`src/rtl/vend_pkg.sv`:
```
// rtl/vend_pkg.sv - shared types and constants for the vending machine controller
package vend_pkg;

    typedef enum logic [1:0] {
        IDLE     = 2'd0,
        CREDIT   = 2'd1,
        DISPENSE = 2'd2,
        CHANGE   = 2'd3
    } vend_state_e;

    localparam logic [1:0] SEL_NONE  = 2'd0;
    localparam logic [1:0] SEL_EXPR  = 2'd1;
    localparam logic [1:0] SEL_LATTE = 2'd2;
    localparam logic [1:0] SEL_CAPP  = 2'd3;

    localparam int COIN5  = 5;
    localparam int COIN10 = 10;

endpackage

```
`src/rtl/vend_dispense_timer.sv`:
```
// rtl/vend_dispense_timer.sv - loadable down-counter timing the dispense output
module vend_dispense_timer #(
    parameter int CYCLES = 4
) (
    input  logic clk,
    input  logic rst,
    input  logic load,
    output logic done
);

    localparam int W = $clog2(CYCLES + 1);

    logic [W-1:0] cnt_q;

    // Load the full duration on entry; count down to zero and then rest there
    always_ff @(posedge clk) begin
        if (rst) begin
            cnt_q <= '0;
        end else if (load) begin
            cnt_q <= W'(CYCLES);
        end else if (cnt_q != '0) begin
            cnt_q <= cnt_q - W'(1);
        end
    end

    // Asserted during the final dispense cycle
    assign done = (cnt_q == W'(1));

endmodule

```
`src/rtl/vend_fsm.sv`:
```
// rtl/vend_fsm.sv - multi-product vending FSM; VEND_SALES_COUNT_EN adds per-product sales counters
module vend_fsm
    import vend_pkg::*;
#(
    parameter int CREDIT_W        = 8,
    parameter int PRICE_EXPR      = 5,
    parameter int PRICE_LATTE     = 10,
    parameter int PRICE_CAPP      = 15,
    parameter int MAX_CREDIT      = 30,
    parameter int DISPENSE_CYCLES = 4
) (
    input  logic                clk,
    input  logic                rst,
    input  logic                credit5,
    input  logic                credit10,
    input  logic [1:0]          coffee_type,
    input  logic                cancel,
    output logic                expr,
    output logic                latte,
    output logic                capp,
    output logic [CREDIT_W-1:0] credit,
    output logic                change_valid,
    output logic [CREDIT_W-1:0] change_amt,
    output logic                coin_reject,
    output logic                insufficient,
`ifdef VEND_SALES_COUNT_EN
    output logic [15:0]         sales_expr,
    output logic [15:0]         sales_latte,
    output logic [15:0]         sales_capp,
`endif
    output logic                busy
);

    vend_state_e         state_q, state_d;
    logic [CREDIT_W-1:0] credit_q, credit_d;
    logic [2:0]          prod_q, prod_d;
    logic                change_valid_q, change_valid_d;
    logic [CREDIT_W-1:0] change_amt_q, change_amt_d;
    logic                coin_reject_q, coin_reject_d;
    logic                insufficient_q, insufficient_d;
    logic                busy_q, busy_d;
    logic                timer_load;
    logic                timer_done;

    logic                coin_any;
    logic [CREDIT_W:0]   deposit;
    logic [CREDIT_W:0]   credit_sum;
    logic [CREDIT_W:0]   price_sel;
    logic [2:0]          prod_sel;

    vend_dispense_timer #(
        .CYCLES(DISPENSE_CYCLES)
    ) u_timer (
        .clk  (clk),
        .rst  (rst),
        .load (timer_load),
        .done (timer_done)
    );

    // Decode the deposit and the selected product's price and one-hot output
    always_comb begin
        coin_any = credit5 | credit10;
        deposit  = '0;
        if (credit5) begin
            deposit = deposit + (CREDIT_W+1)'(COIN5);
        end
        if (credit10) begin
            deposit = deposit + (CREDIT_W+1)'(COIN10);
        end
        credit_sum = {1'b0, credit_q} + deposit;
        price_sel  = '0;
        prod_sel   = 3'b000;
        case (coffee_type)
            SEL_EXPR: begin
                price_sel = (CREDIT_W+1)'(PRICE_EXPR);
                prod_sel  = 3'b001;
            end
            SEL_LATTE: begin
                price_sel = (CREDIT_W+1)'(PRICE_LATTE);
                prod_sel  = 3'b010;
            end
            SEL_CAPP: begin
                price_sel = (CREDIT_W+1)'(PRICE_CAPP);
                prod_sel  = 3'b100;
            end
            default: begin
                price_sel = '0;
                prod_sel  = 3'b000;
            end
        endcase
    end

    // Next state and next registered outputs; priority cancel > selection > coin
    always_comb begin
        state_d        = state_q;
        credit_d       = credit_q;
        prod_d         = prod_q;
        change_valid_d = 1'b0;
        change_amt_d   = change_amt_q;
        coin_reject_d  = 1'b0;
        insufficient_d = 1'b0;
        busy_d         = 1'b0;
        timer_load     = 1'b0;
        case (state_q)
            IDLE, CREDIT: begin
                if (cancel && state_q == CREDIT) begin
                    state_d        = CHANGE;
                    change_valid_d = 1'b1;
                    change_amt_d   = credit_q;
                    credit_d       = '0;
                    busy_d         = 1'b1;
                    coin_reject_d  = coin_any;
                end else if (coffee_type != SEL_NONE) begin
                    coin_reject_d = coin_any;
                    if ({1'b0, credit_q} >= price_sel) begin
                        credit_d   = credit_q - price_sel[CREDIT_W-1:0];
                        prod_d     = prod_sel;
                        timer_load = 1'b1;
                        state_d    = DISPENSE;
                        busy_d     = 1'b1;
                    end else begin
                        insufficient_d = 1'b1;
                    end
                end else if (coin_any) begin
                    if (credit_sum <= (CREDIT_W+1)'(MAX_CREDIT)) begin
                        credit_d = credit_sum[CREDIT_W-1:0];
                        state_d  = CREDIT;
                    end else begin
                        coin_reject_d = 1'b1;
                    end
                end
            end
            DISPENSE: begin
                coin_reject_d = coin_any;
                busy_d        = 1'b1;
                if (timer_done) begin
                    prod_d = 3'b000;
                    if (credit_q != '0) begin
                        state_d        = CHANGE;
                        change_valid_d = 1'b1;
                        change_amt_d   = credit_q;
                        credit_d       = '0;
                    end else begin
                        state_d = IDLE;
                        busy_d  = 1'b0;
                    end
                end
            end
            default: begin
                coin_reject_d = coin_any;
                state_d       = IDLE;
            end
        endcase
    end

    // State and registered outputs; reset drops everything, including held credit
    always_ff @(posedge clk) begin
        if (rst) begin
            state_q        <= IDLE;
            credit_q       <= '0;
            prod_q         <= 3'b000;
            change_valid_q <= 1'b0;
            change_amt_q   <= '0;
            coin_reject_q  <= 1'b0;
            insufficient_q <= 1'b0;
            busy_q         <= 1'b0;
        end else begin
            state_q        <= state_d;
            credit_q       <= credit_d;
            prod_q         <= prod_d;
            change_valid_q <= change_valid_d;
            change_amt_q   <= change_amt_d;
            coin_reject_q  <= coin_reject_d;
            insufficient_q <= insufficient_d;
            busy_q         <= busy_d;
        end
    end

`ifdef VEND_SALES_COUNT_EN
    logic [15:0] sales_expr_q, sales_latte_q, sales_capp_q;

    // Count each sale as it enters DISPENSE, saturating at all-ones
    always_ff @(posedge clk) begin
        if (rst) begin
            sales_expr_q  <= '0;
            sales_latte_q <= '0;
            sales_capp_q  <= '0;
        end else if (timer_load) begin
            if (prod_d[0] && sales_expr_q != 16'hFFFF) begin
                sales_expr_q <= sales_expr_q + 16'd1;
            end
            if (prod_d[1] && sales_latte_q != 16'hFFFF) begin
                sales_latte_q <= sales_latte_q + 16'd1;
            end
            if (prod_d[2] && sales_capp_q != 16'hFFFF) begin
                sales_capp_q <= sales_capp_q + 16'd1;
            end
        end
    end

    assign sales_expr  = sales_expr_q;
    assign sales_latte = sales_latte_q;
    assign sales_capp  = sales_capp_q;
`endif

    assign expr         = prod_q[0];
    assign latte        = prod_q[1];
    assign capp         = prod_q[2];
    assign credit       = credit_q;
    assign change_valid = change_valid_q;
    assign change_amt   = change_amt_q;
    assign coin_reject  = coin_reject_q;
    assign insufficient = insufficient_q;
    assign busy         = busy_q;

endmodule

```
`config.mk`:
```
export PLATFORM = sky130hd
export DESIGN_NAME = vend_fsm
export DESIGN_NICKNAME = d
export VERILOG_FILES = /design/src/rtl/vend_pkg.sv /design/src/rtl/vend_dispense_timer.sv /design/src/rtl/vend_fsm.sv
export SDC_FILE = /design/constraint.sdc
export NUM_CORES = 1
export LEC_CHECK = 0
export ABC_AREA = 1
export BUFFER_PORTS_ARGS = -buffer_cell sky130_fd_sc_hd__buf_2
export CAP_MARGIN = 40
export CORE_MARGIN = 3
export CORE_UTILIZATION = 50
export CTS_CLUSTER_DIAMETER = 60
export DETAILED_ROUTE_END_ITERATION = 8
export PLACE_DENSITY = 0.75
export SYNTH_ARGS = -nofsm -noshare
export SYNTH_HDL_FRONTEND = slang
export SYNTH_HIERARCHICAL = 1
export SYNTH_SLANG_ARGS = --single-unit
```
`constraint.sdc`:
```
create_clock -name clk -period 2.6 [get_ports clk]
set_input_delay 0.13 -clock clk [delete_from_list [all_inputs] [get_ports clk]]
set_output_delay 0.13 -clock clk [all_outputs]
set_load 0.1 [all_outputs]
```
# Yosys cells after proc, flatten, opt, wreduce, memory -nomap -nowiden
# Cells that the tools add are included.
# totals
ff_bits	28
out_inout_bits	23
elab_cells	96
input_bits	7
# op_classes
magnitude_cmp	2
add_sub_neg	4
reduce_logical	14
n_bitwise	3
muxes	48
eq_ne	15
# ops
cell	count
$mux W8	10
$pmux W8 S2	2
$mux W3	7
$mux W1	15
$mux W2	7
$ne A2 B2 Y1 const B	6
$ne A4 B4 Y1 const B	3
$pmux W4 S3	1
$add A8 B9 Y9	1
$add A9 B4 Y9 const B	1
$ge A8 B9 Y1	1
$le A9 B5 Y1 const B	1
$mux W9	1
$pmux W3 S3	1
$reduce_and A4 Y1	2
$reduce_bool A8 Y1	1
$sub A8 B8 Y8	1
$eq A2 B2 Y1 const B	3
$pmux W3 S2	1
$reduce_and A6 Y1	1
$reduce_bool A2 Y1	3
$reduce_and A5 Y1	1
$eq A2 B1 Y1 const B	2
$pmux W1 S2	2
other kinds (10)	12

# Logic depth before layout (Yosys ltp)
# Gate-level depths: netlist (run 1).
# logic_depth
word_depth	10
mapped_depth	15
mapped_depth_nobuf	15

# Modules after synthesis
# Netlist (run 1), hierarchy kept.
# modules_own_cells
mod	instances	cells_each	seq_area_each_um2	area_each_um2
vend_fsm	1	281	500.5	1835.5
vend_dispense_timer	1	29	60.1	188.9

# Worst setup path before layout (run 1)
# No wires, ideal clock.
# synth_path
path_type	register to register
startpoint	reg credit_q[0], in the netlist credit[0]
endpoint	reg credit_q[3], in the netlist credit[3]
setup_slack_ns	0.012
arrival_ns	2.475
required_time_ns	2.487
n_path_buf	0
setup_time_ns	0.113
path_stages_with_launch	13
period_less_slack_ns	2.588
path_cell_list	dfxtp_1 > ha_1 > fa_1 > nand2_1 > nor2_1 > nand3_1 > nor2_1 > nor2_1 > nand2_1 > nand2_4 > nand3_4 > nor2_1 > nor2_1
# synth_between
elab_chain_cells	6
word_cells_on_any_way	15
classes_between	2 x add/sub; 2 x order compare; 3 x eq/ne; 6 x mux; 2 x reduce/logical
# synth_lines
element	line_no	text
from (decl)	vend_fsm.sv:35	logic [CREDIT_W-1:0] credit_q, credit_d;
from (signal assigned)	vend_fsm.sv:169	credit_q <= credit_d;
parallel branches: the longest is 6 deep, another holds $add A8 B9 Y9	-	
# Parallel ways; which one is timed is not known. The select of a mux whose other input is x is not followed.
# A chain may end at the register's enable or synchronous reset.

# Worst setup path in the final report (run 1)
# Ends and elaborated chain as after synthesis.

==> results of run 1 <==
==> cells in the mapped netlist (all sizes together) <==
| library cell | number | share of area, % |
|---|---|---|
| nand3 | 25 | 7.3 |
| o211ai | 1 | 0.37 |
| nor4 | 1 | 0.31 |
| o2111ai | 2 | 0.87 |
| nor3 | 7 | 1.7 |
| a21oi | 18 | 4.6 |
| o21ai | 18 | 4.6 |
| clkbuf | 1 | 0.19 |
| nand2 | 75 | 15 |
| or2 | 1 | 0.31 |
| buf | 4 | 1.5 |
| nand4 | 12 | 4.0 |
| fa | 2 | 2.0 |
| ha | 11 | 6.8 |
| inv | 49 | 9.3 |
| xor2 | 1 | 0.43 |
| a31oi | 1 | 0.31 |
| nor2 | 52 | 12 |
| dfxtp | 28 | 28 |
| o22ai | 1 | 0.31 |
==> stage by stage <==
stage	utilization, %	setup WS (ns)	hold slack (ns)	instances
global placement	58.2	0.467	0.434	382
global route	60.1	0.227	0.146	386
floorplan	-	0.0118	0.202	310
detailed placement	58.2	0.441	0.438	382
finish	60.1	0.398	0.147	386
CTS	60.1	0.411	0.130	386
==> per-layer routing <==
layer | vias to the layer above | routed length [um] | global-route usage [%]
met3 | 10 | 327 | 4.06
li1 | 1056 | - | -
met2 | 71 | 2330 | 35.2
met1 | 933 | 2230 | 27.0
met4 | 0 | 75 | 6.17
met5 | - | 0 | 0
==> area by class of cell <==
cell class / count / area (um2) / area share, %
clock buffers: 3 / 41.3 / 1.82
clock inverters: 1 / 30.0 / 1.33
inverters: 49 / 189 / 8.34
multi-input cells: 228 / 1240 / 54.7
flip-flops and latches: 28 / 561 / 24.7
well taps: 48 / 60.1 / 2.65
repair buffers: 29 / 145 / 6.41
==> cell families after synthesis <==
kind of cell    count (synthesis)  synth area share, %
simple gates                  173                 40.9
xor+xnor                        1                0.433
fa+ha+maj                      13                 8.78
buf+inv                        54                 11.1
flops                          28                 27.7
compound gates                 41                 11.1
==> how the worst min path moves through the flow <==
stage               cells after the start  slack [ns]                to  startpoint
floorplan                               1        0.20              busy         rst
global placement                        2        0.43        state_q[1]         rst
detailed placement                      2        0.44        state_q[1]         rst
CTS                                     2        0.13  u_timer/cnt_q[2]         rst
global route                            2        0.15  u_timer/cnt_q[2]         rst
finish                                  2        0.15  u_timer/cnt_q[2]         rst
==> critical path: cells and delay by family (launching register included) <==
| kind | cells | cell delay [ns] |
|---|---|---|
| simple gates | 12 | 1.10 |
| flops | 1 | 0.36 |
| fa+ha+maj | 2 | 0.66 |
==> flip-flops by register name (all words and copies together) (netlist names) <==
signal,count
coin_reject,1
change_valid,1
credit,8
u_timer/cnt_q,3
insufficient,1
busy,1
prod_q,3
state_q,2
change_amt,8
==> metrics.md, run 1 <==
| Metric | Value |
|---|---|
| Initial Util | approximately 54% |
| DR WL/cell | 12.9 um |
| WP data arrival | 2.39 ns |
| Die footprint | roughly 0.0048 mm2 |
| Total grt overflow | 0 |
| Antenna violations before repair | 0 |
| Worst EP required | 2.79 ns |
| Area Overhead vs Synth | 11.9% |
| CP peak stage delay | 0.42 ns |
| Post-Route WL | 4960 um |
| RSZ-0062 raised after global routing | false |
| Initial drt markers | 170 |
| Cts hold-fix bufs | 0 |
| Io pins | 30 |
| Clk sink count | 28 |
| CP Class | register to register |
| CTS Buf Count | 3 |
| CP Cell Sequence | ha_1, fa_1, nand3_1, nand2_1, nand2_2, nand2_1, nor2_1, nor2_1, nand2_1, nand2_4, nand3_4, nand2_1, nand2_1, nor2_1 |
| Fin. max-slew vios | 0 |
| First-pass GRT wire length | 8380 um |
| Synthesized cell area | 0.00202 mm2 |
| Worst-Margin Slew | 0.550 ns |
| Mapped Cells | 310 |
| Layout cells sized above 1 | 18.3% |
| DR DRC count | 0 |
| Synth cell types | 34 |
| Number of setup violations in the final report | 0 |
| Most frequent cells in the layout | nand2_1 (68), inv_1 (43), nor2_1 (43) |
| Root Buffer | clkbuf_8 |
| CP Max Fanout | 10 |
| Reg2reg path depth | 14 |
| Startpoint types | register |
| Final hold violation count | 0 |
| Tcrit/Tclk final | 84.7% |
| FP Rows | 22 |
| Sequential share of the synthesized area | 27.7% |
| CP endpoint kind | register |
| Status | finished, final reports clean |
| Setup Skew | 0.00403 ns |
| Slew HR | 63.3% |
| Most used cell along the critical path | nand2_1 |
| Final Critical Period | between 2 and 2.5 ns |
| ANT nets after route | 0 |
| Largest net degree at the start of global routing | 20 |
| Total negative slack | 0 ns |
| Total track usage | 20.9% |
| Post-CTS setup buffer count | 0 |
| Synth Warn # | 6 |
| Reg2reg start | credit[0] |
| Via count | 2070 |
| R2R Path End | credit[3] |
| Post-DR vias/cell | 5.36 |
| Post-cts resize count | 0 |
| Syn_nets | 330 |
| Placed Area | 0.00219 mm2 |
| CP max stage cell | fa_1 |
| Vias in the first global route | ~1900 |
| Crit path launch | credit[0] |
| Max_cap viols | 0 |
| Synthesized flop and latch total | 28 |
| Diodes inserted | 0 |
| Fill cells | between 300 and 400 |
| CTS tree | done |
| HP Class | input pin to register |
| FF-to-FF setup slack | 0.40 ns |
| Clk pin slew, worst setup/hold paths | 0.10 ns |
| Setup crit end | credit[3] |
| Clock Tree Buf Depth | 2 |
| TritonRoute pass-1 iters | 4 |
| Avg Cell Area, Syn | 6.53 um2 |
| H-tree Lvls | 1 |
| Most common library cell in the layout ignoring fill and taps | nand2_1 |
| Gpl congestion | 0.911 |
| Die Y | 69.6 um |
| Worst-Skew Late Latency | 0.28 ns |
| Die Wd | slightly below 70 um |
| Fmax | 0.454 GHz |
| # port buffers | 29 |
| Final nets | 359 |
| Final instance area | 0.00227 mm2 |
| Core Area | between 0.003 and 0.004 mm2 |
| Post-DP HPWL | 3890 um |
Power of run 1 is not shown: default switching activity piles up to over one toggle a cycle in this logic, so the estimate is an artifact.
==> run 2: changes to the inputs <==
- PLACE_DENSITY: 0.75 -> 0.78
- clock period: 2.6 -> 2 ns (I/O delays scaled with it)
==> metrics.md, run 2 (same netlist as run 1, synthesis figures left out) <==
| Metric | Value |
|---|---|
| Status | complete, but fails checks |
| Failing checks | negative setup slack |
| Post-DP HPWL | ~3900 um |
| Top Metal Used | met4 |
| Root Buffer | clkbuf_8 |
| First-pass GRT wire length | 8580 um |
| # port buffers | 29 |
| WL met1 | around 2300 um |
| CTS Buf Count | 3 |
| FF-to-FF setup slack | -0.02 ns |
| Fmax | 0.495 GHz |
| Post-DR vias/cell | 5.50 |
| Reg2reg start | credit[0] |
| Met2 Routed Length | 2560 um |
| DR WL/cell | 13.6 um |
| Cells after DPL | 387 |
| Total grt overflow | 0 |
| Total track usage | between 20% and 30% |
| WL met3 | about 420 um |
| Die Y | 69.6 um |
| Max_cap viols | 0 |
| Place WS | -0.0338 ns |
| R2R Path End | credit[2] |
| Antenna violations before repair | 0 |
| Core Area | 0.00377 mm2 |
| Die Wd | around 70 um |
| HP Class | input pin to register |
| Reg2reg path depth | 15 |
| Clk sink count | 28 |
| Initial Util | 53.7% |
| CP endpoint kind | register |
| Worst-Skew Late Latency | 0.28 ns |
| Total negative slack | -0.0657 ns |
| Worst EP required | approximately 2.2 ns |
| Setup Skew | 0.00229 ns |
| Fill cells | 339 |
| RSZ-0062 raised after global routing | true |
| Initial drt markers | 149 |
| TritonRoute pass-1 iters | 5 |
| H-tree Lvls | 1 |
| Clk pin slew, worst setup/hold paths | about 0.10 ns |
| Diodes inserted | 0 |
| Fin. max-slew vios | 0 |
| Final Critical Period | just over 2 ns |
| DR DRC count | 0 |
| Worst setup margin | -0.0205 ns |
| Setup crit end | credit[2] |
| Final nets | 369 |
| Most common library cell in the layout ignoring fill and taps | nand2_1 |
| Tcrit/Tclk final | 101% |
| CP Class | register to register |
| Via count | 2177 |
| Post-Route WL | 5370 um |
| Worst-Margin Slew | between 0.5 and 0.6 ns |
| Startpoint types | register |
| ANT nets after route | 0 |
| Vias in the first global route | 1920 |
| Final instance area | 0.00242 mm2 |
| Io pins | 30 |
| WP data arrival | between 2 and 2.5 ns |
| Largest net degree at the start of global routing | 20 |
| Gpl congestion | 0.965 |
| Clock Tree Buf Depth | 2 |
| Area Overhead vs Synth | 19.5% |
| Number of setup violations in the final report | 4 |
| Final non-filler cell total | about 400 |
| Placed Area | 0.00227 mm2 |
| CTS tree | done |
| Most frequent cells in the layout | nand2_1 (64), nor2_1 (43), inv_1 (40) |
| Die footprint | 0.00485 mm2 |
| CP Max Fanout | 5 |
| FP Rows | 22 |
| Cts hold-fix bufs | 0 |
| Crit path launch | credit[0] |
| Slew HR | 63.4% |
| Layout cells sized above 1 | a little over a quarter |
| Final hold violation count | 0 |
run 2: stage by stage:
stage	hold slack [ns]	util (%)
2_1_floorplan	0.172	-
3_3_place_gp	0.409	60.1
3_5_place_dp	0.409	60.1
4_1_cts	0.112	63.0
5_1_grt	0.115	64.2
6_report	0.108	64.2
run 2: worst min path at each step:
stage	startpoint	endpoint	slack, ns	depth (start not counted)
2_1_floorplan	rst	busy	0.17	1
3_3_place_gp	rst	state_q[1]	0.41	2
3_5_place_dp	rst	state_q[1]	0.41	2
4_1_cts	rst	u_timer/cnt_q[2]	0.11	2
5_1_grt	rst	u_timer/cnt_q[2]	0.12	2
6_report	rst	u_timer/cnt_q[2]	0.11	2
run 2: layout make-up:
class / count / area [um2] / area share, %
sequential: 28 / 581 / 24.0
inverter: 49 / 189 / 7.81
clock buffer: 3 / 41.3 / 1.71
tap: 48 / 60.1 / 2.48
timing repair buffer: 36 / 198 / 8.17
multi-input combinational: 231 / 1320 / 54.6
clock inverter: 1 / 30.0 / 1.24
run 2: metal layers:
layer	up-vias	global-route usage [%]
met3	19	3.19
met1	969	28.3
met5	-	0
li1	1086	-
met2	103	36.3
met4	0	5.96
run 2: timing repair:
action	in CTS	in global routing
cloned	2	1
pin swaps	4	9
endpoints found under the hold margin	0	0
setup buffers	2	0
resized for setup	4	12
endpoints found under the setup margin	8	19
run 2: worst max-delay path: stages, from the launching register on:
cell and delay (ns):
dfxtp_4 0.38, ha_4 0.16, fa_2 0.34, inv_1 0.06
nand2_1 0.04, nand2_1 0.10, nor2_1 0.06, nand3_1 0.06
nor2_1 0.04, nor2_1 0.13, nand2_2 0.12, nand2_4 0.13
nand3_4 0.10, nand2_1 0.09, inv_1 0.04, nor2_1 0.09
Power of run 2 is left out for the same reason.
==> run 3: changes to the inputs <==
==> constraint.sdc (replaced) <==
create_clock -name clk -period 2 [get_ports clk]
set_input_delay 0.4 -clock clk [delete_from_list [all_inputs] [get_ports clk]]
set_output_delay 0.4 -clock clk [all_outputs]
set_load 0.1 [all_outputs]
==> metrics.md, run 3 (same netlist as run 1, synthesis figures left out) <==
| Metric | Value |
|---|---|
| Status | complete, but fails checks |
| Failing checks | negative setup slack |
| Final nets | 386 |
| Fin. max-slew vios | 0 |
| Total grt overflow | 0 |
| Place WS | -0.224 ns |
| Clk sink count | 28 |
| Area Overhead vs Synth | 29.2% |
| Post-DR vias/cell | 5.37 |
| Largest net degree at the start of global routing | 20 |
| Post-DP HPWL | a little over 4000 um |
| Final Critical Period | roughly 2.1 ns |
| CTS tree | done |
| Startpoint types | register |
| Worst-Margin Slew | 0.551 ns |
| Vias in the first global route | around 2000 |
| FF-to-FF setup slack | -0.07 ns |
| HP Class | input pin to register |
| Setup Skew | 0.00634 ns |
| Clock Tree Buf Depth | 2 |
| Worst-Skew Late Latency | 0.28 ns |
| Most frequent cells in the layout | nand2_1 (60), nor2_1 (42), inv_1 (38) |
| Die footprint | approximately 0.0048 mm2 |
| Die Y | 69.6 um |
| Root Buffer | clkbuf_8 |
| Worst setup margin | -0.0658 ns |
| Most common library cell in the layout ignoring fill and taps | nand2_1 |
| H-tree Lvls | 1 |
| WP data arrival | 2.24 ns |
| Antenna violations before repair | 0 |
| Initial Util | a little over half |
| Layout cells sized above 1 | 34.2% |
| Diodes inserted | 0 |
| # port buffers | 29 |
| CTS Buf Count | 3 |
| CP Class | register to register |
| Via count | 2219 |
| DR DRC count | 0 |
| Die Wd | slightly below 70 um |
| Tcrit/Tclk final | 103% |
| Core Area | about 0.0038 mm2 |
| Clk pin slew, worst setup/hold paths | 0.10 ns |
| FP Rows | 22 |
| ANT nets after route | 0 |
| Gpl congestion | 0.923 |
| Initial drt markers | 169 |
| Io pins | 30 |
| Final hold violation count | 0 |
| CP Max Fanout | 5 |
| Worst EP required | 2.18 ns |
| CP endpoint kind | register |
| Fmax | between 0.4 and 0.5 GHz |
| DR WL/cell | 13.2 um |
| Slew HR | 63.2% |
| Post-Route WL | ~5500 um |
| First-pass GRT wire length | 8910 um |
| Final core utilization | 69.3% |
| Number of setup violations in the final report | 10 |
| Max_cap viols | 0 |
| Total track usage | about 22% |
| TritonRoute pass-1 iters | 4 |
| RSZ-0062 raised after global routing | true |
==> run 3: changes by cell type in the layout (fill, tap and decap cells not counted), moves of 2 or more <==
cell,delta
inv_1,-2
nand3_1,-4
ha_2,-2
ha_4,+3
o21ai_1,-2
nand3_2,+4
o21ai_2,+2
nand2_1,-4
buf_4,+17
nand2_2,+4
==> run 3: what timing repair did <==
action | in CTS | in global routing
hold buffers | 0 | 0
cloned | 2 | 1
resized for setup | 7 | 24
pin swaps | 6 | 11
endpoints found under the setup margin | 8 | 16
buffers inserted | 0 | 3
hold endpoints to repair | 0 | 0
==> run 3: worst max-delay path, cell delays in order (launching register included) <==
cell	delay, ns
dfxtp_4	0.39
ha_4	0.17
fa_2	0.53
nand2_1	0.05
nor2_1	0.09
nand3_1	0.08
nor2_1	0.13
nor2_1	0.06
nand2_2	0.10
nand2_4	0.10
nand3_4	0.09
nand2_1	0.06
nand2_1	0.06
nor2_1	0.05
==> run 3: path summary, 6_finish.rpt <==
path	to	depth (start not counted)	from
max	credit[5]	13	credit[0]
min	u_timer/cnt_q[2]	2	rst
max reg2reg	credit[5]	13	credit[0]
min reg2reg	prod_q[2]	2	prod_q[2]
==> run 3: area by class of cell <==
| type | instances | area [um2] |
|---|---|---|
| well taps | 48 | 60.1 |
| inverters | 49 | 191 |
| clock buffers | 3 | 41.3 |
| multi-input cells | 231 | 1390 |
| flip-flops and latches | 28 | 581 |
| fillers | 343 | 1160 |
| clock inverters | 1 | 30.0 |
| repair buffers | 53 | 325 |
==> run 3: routing by layer <==
metal  global-route usage [%]  wire length (um)  vias up
li1                         -                 -     1120
met1                     27.9              2300     1024
met2                     38.5              2730       63
met3                     3.91               336       12
met4                     6.60               106        0
met5                        0                 0        -
==> run 3: stage by stage <==
| stage | instance area, um2 | hold WS [ns] | setup TNS (ns) | cells |
|---|---|---|---|---|
| after global routing | 2620 | 0.420 | -1.36 | 413 |
| final | 2620 | 0.410 | -0.398 | 413 |
| after detailed placement | 2390 | 0.493 | -2.44 | 403 |
| after CTS | 2500 | 0.405 | -0.0487 | 409 |
| after floorplan | 2060 | 0.472 | -0.174 | 310 |
| after global placement | 2390 | 0.484 | -1.45 | 403 |
Power of run 3 is left out for the same reason.
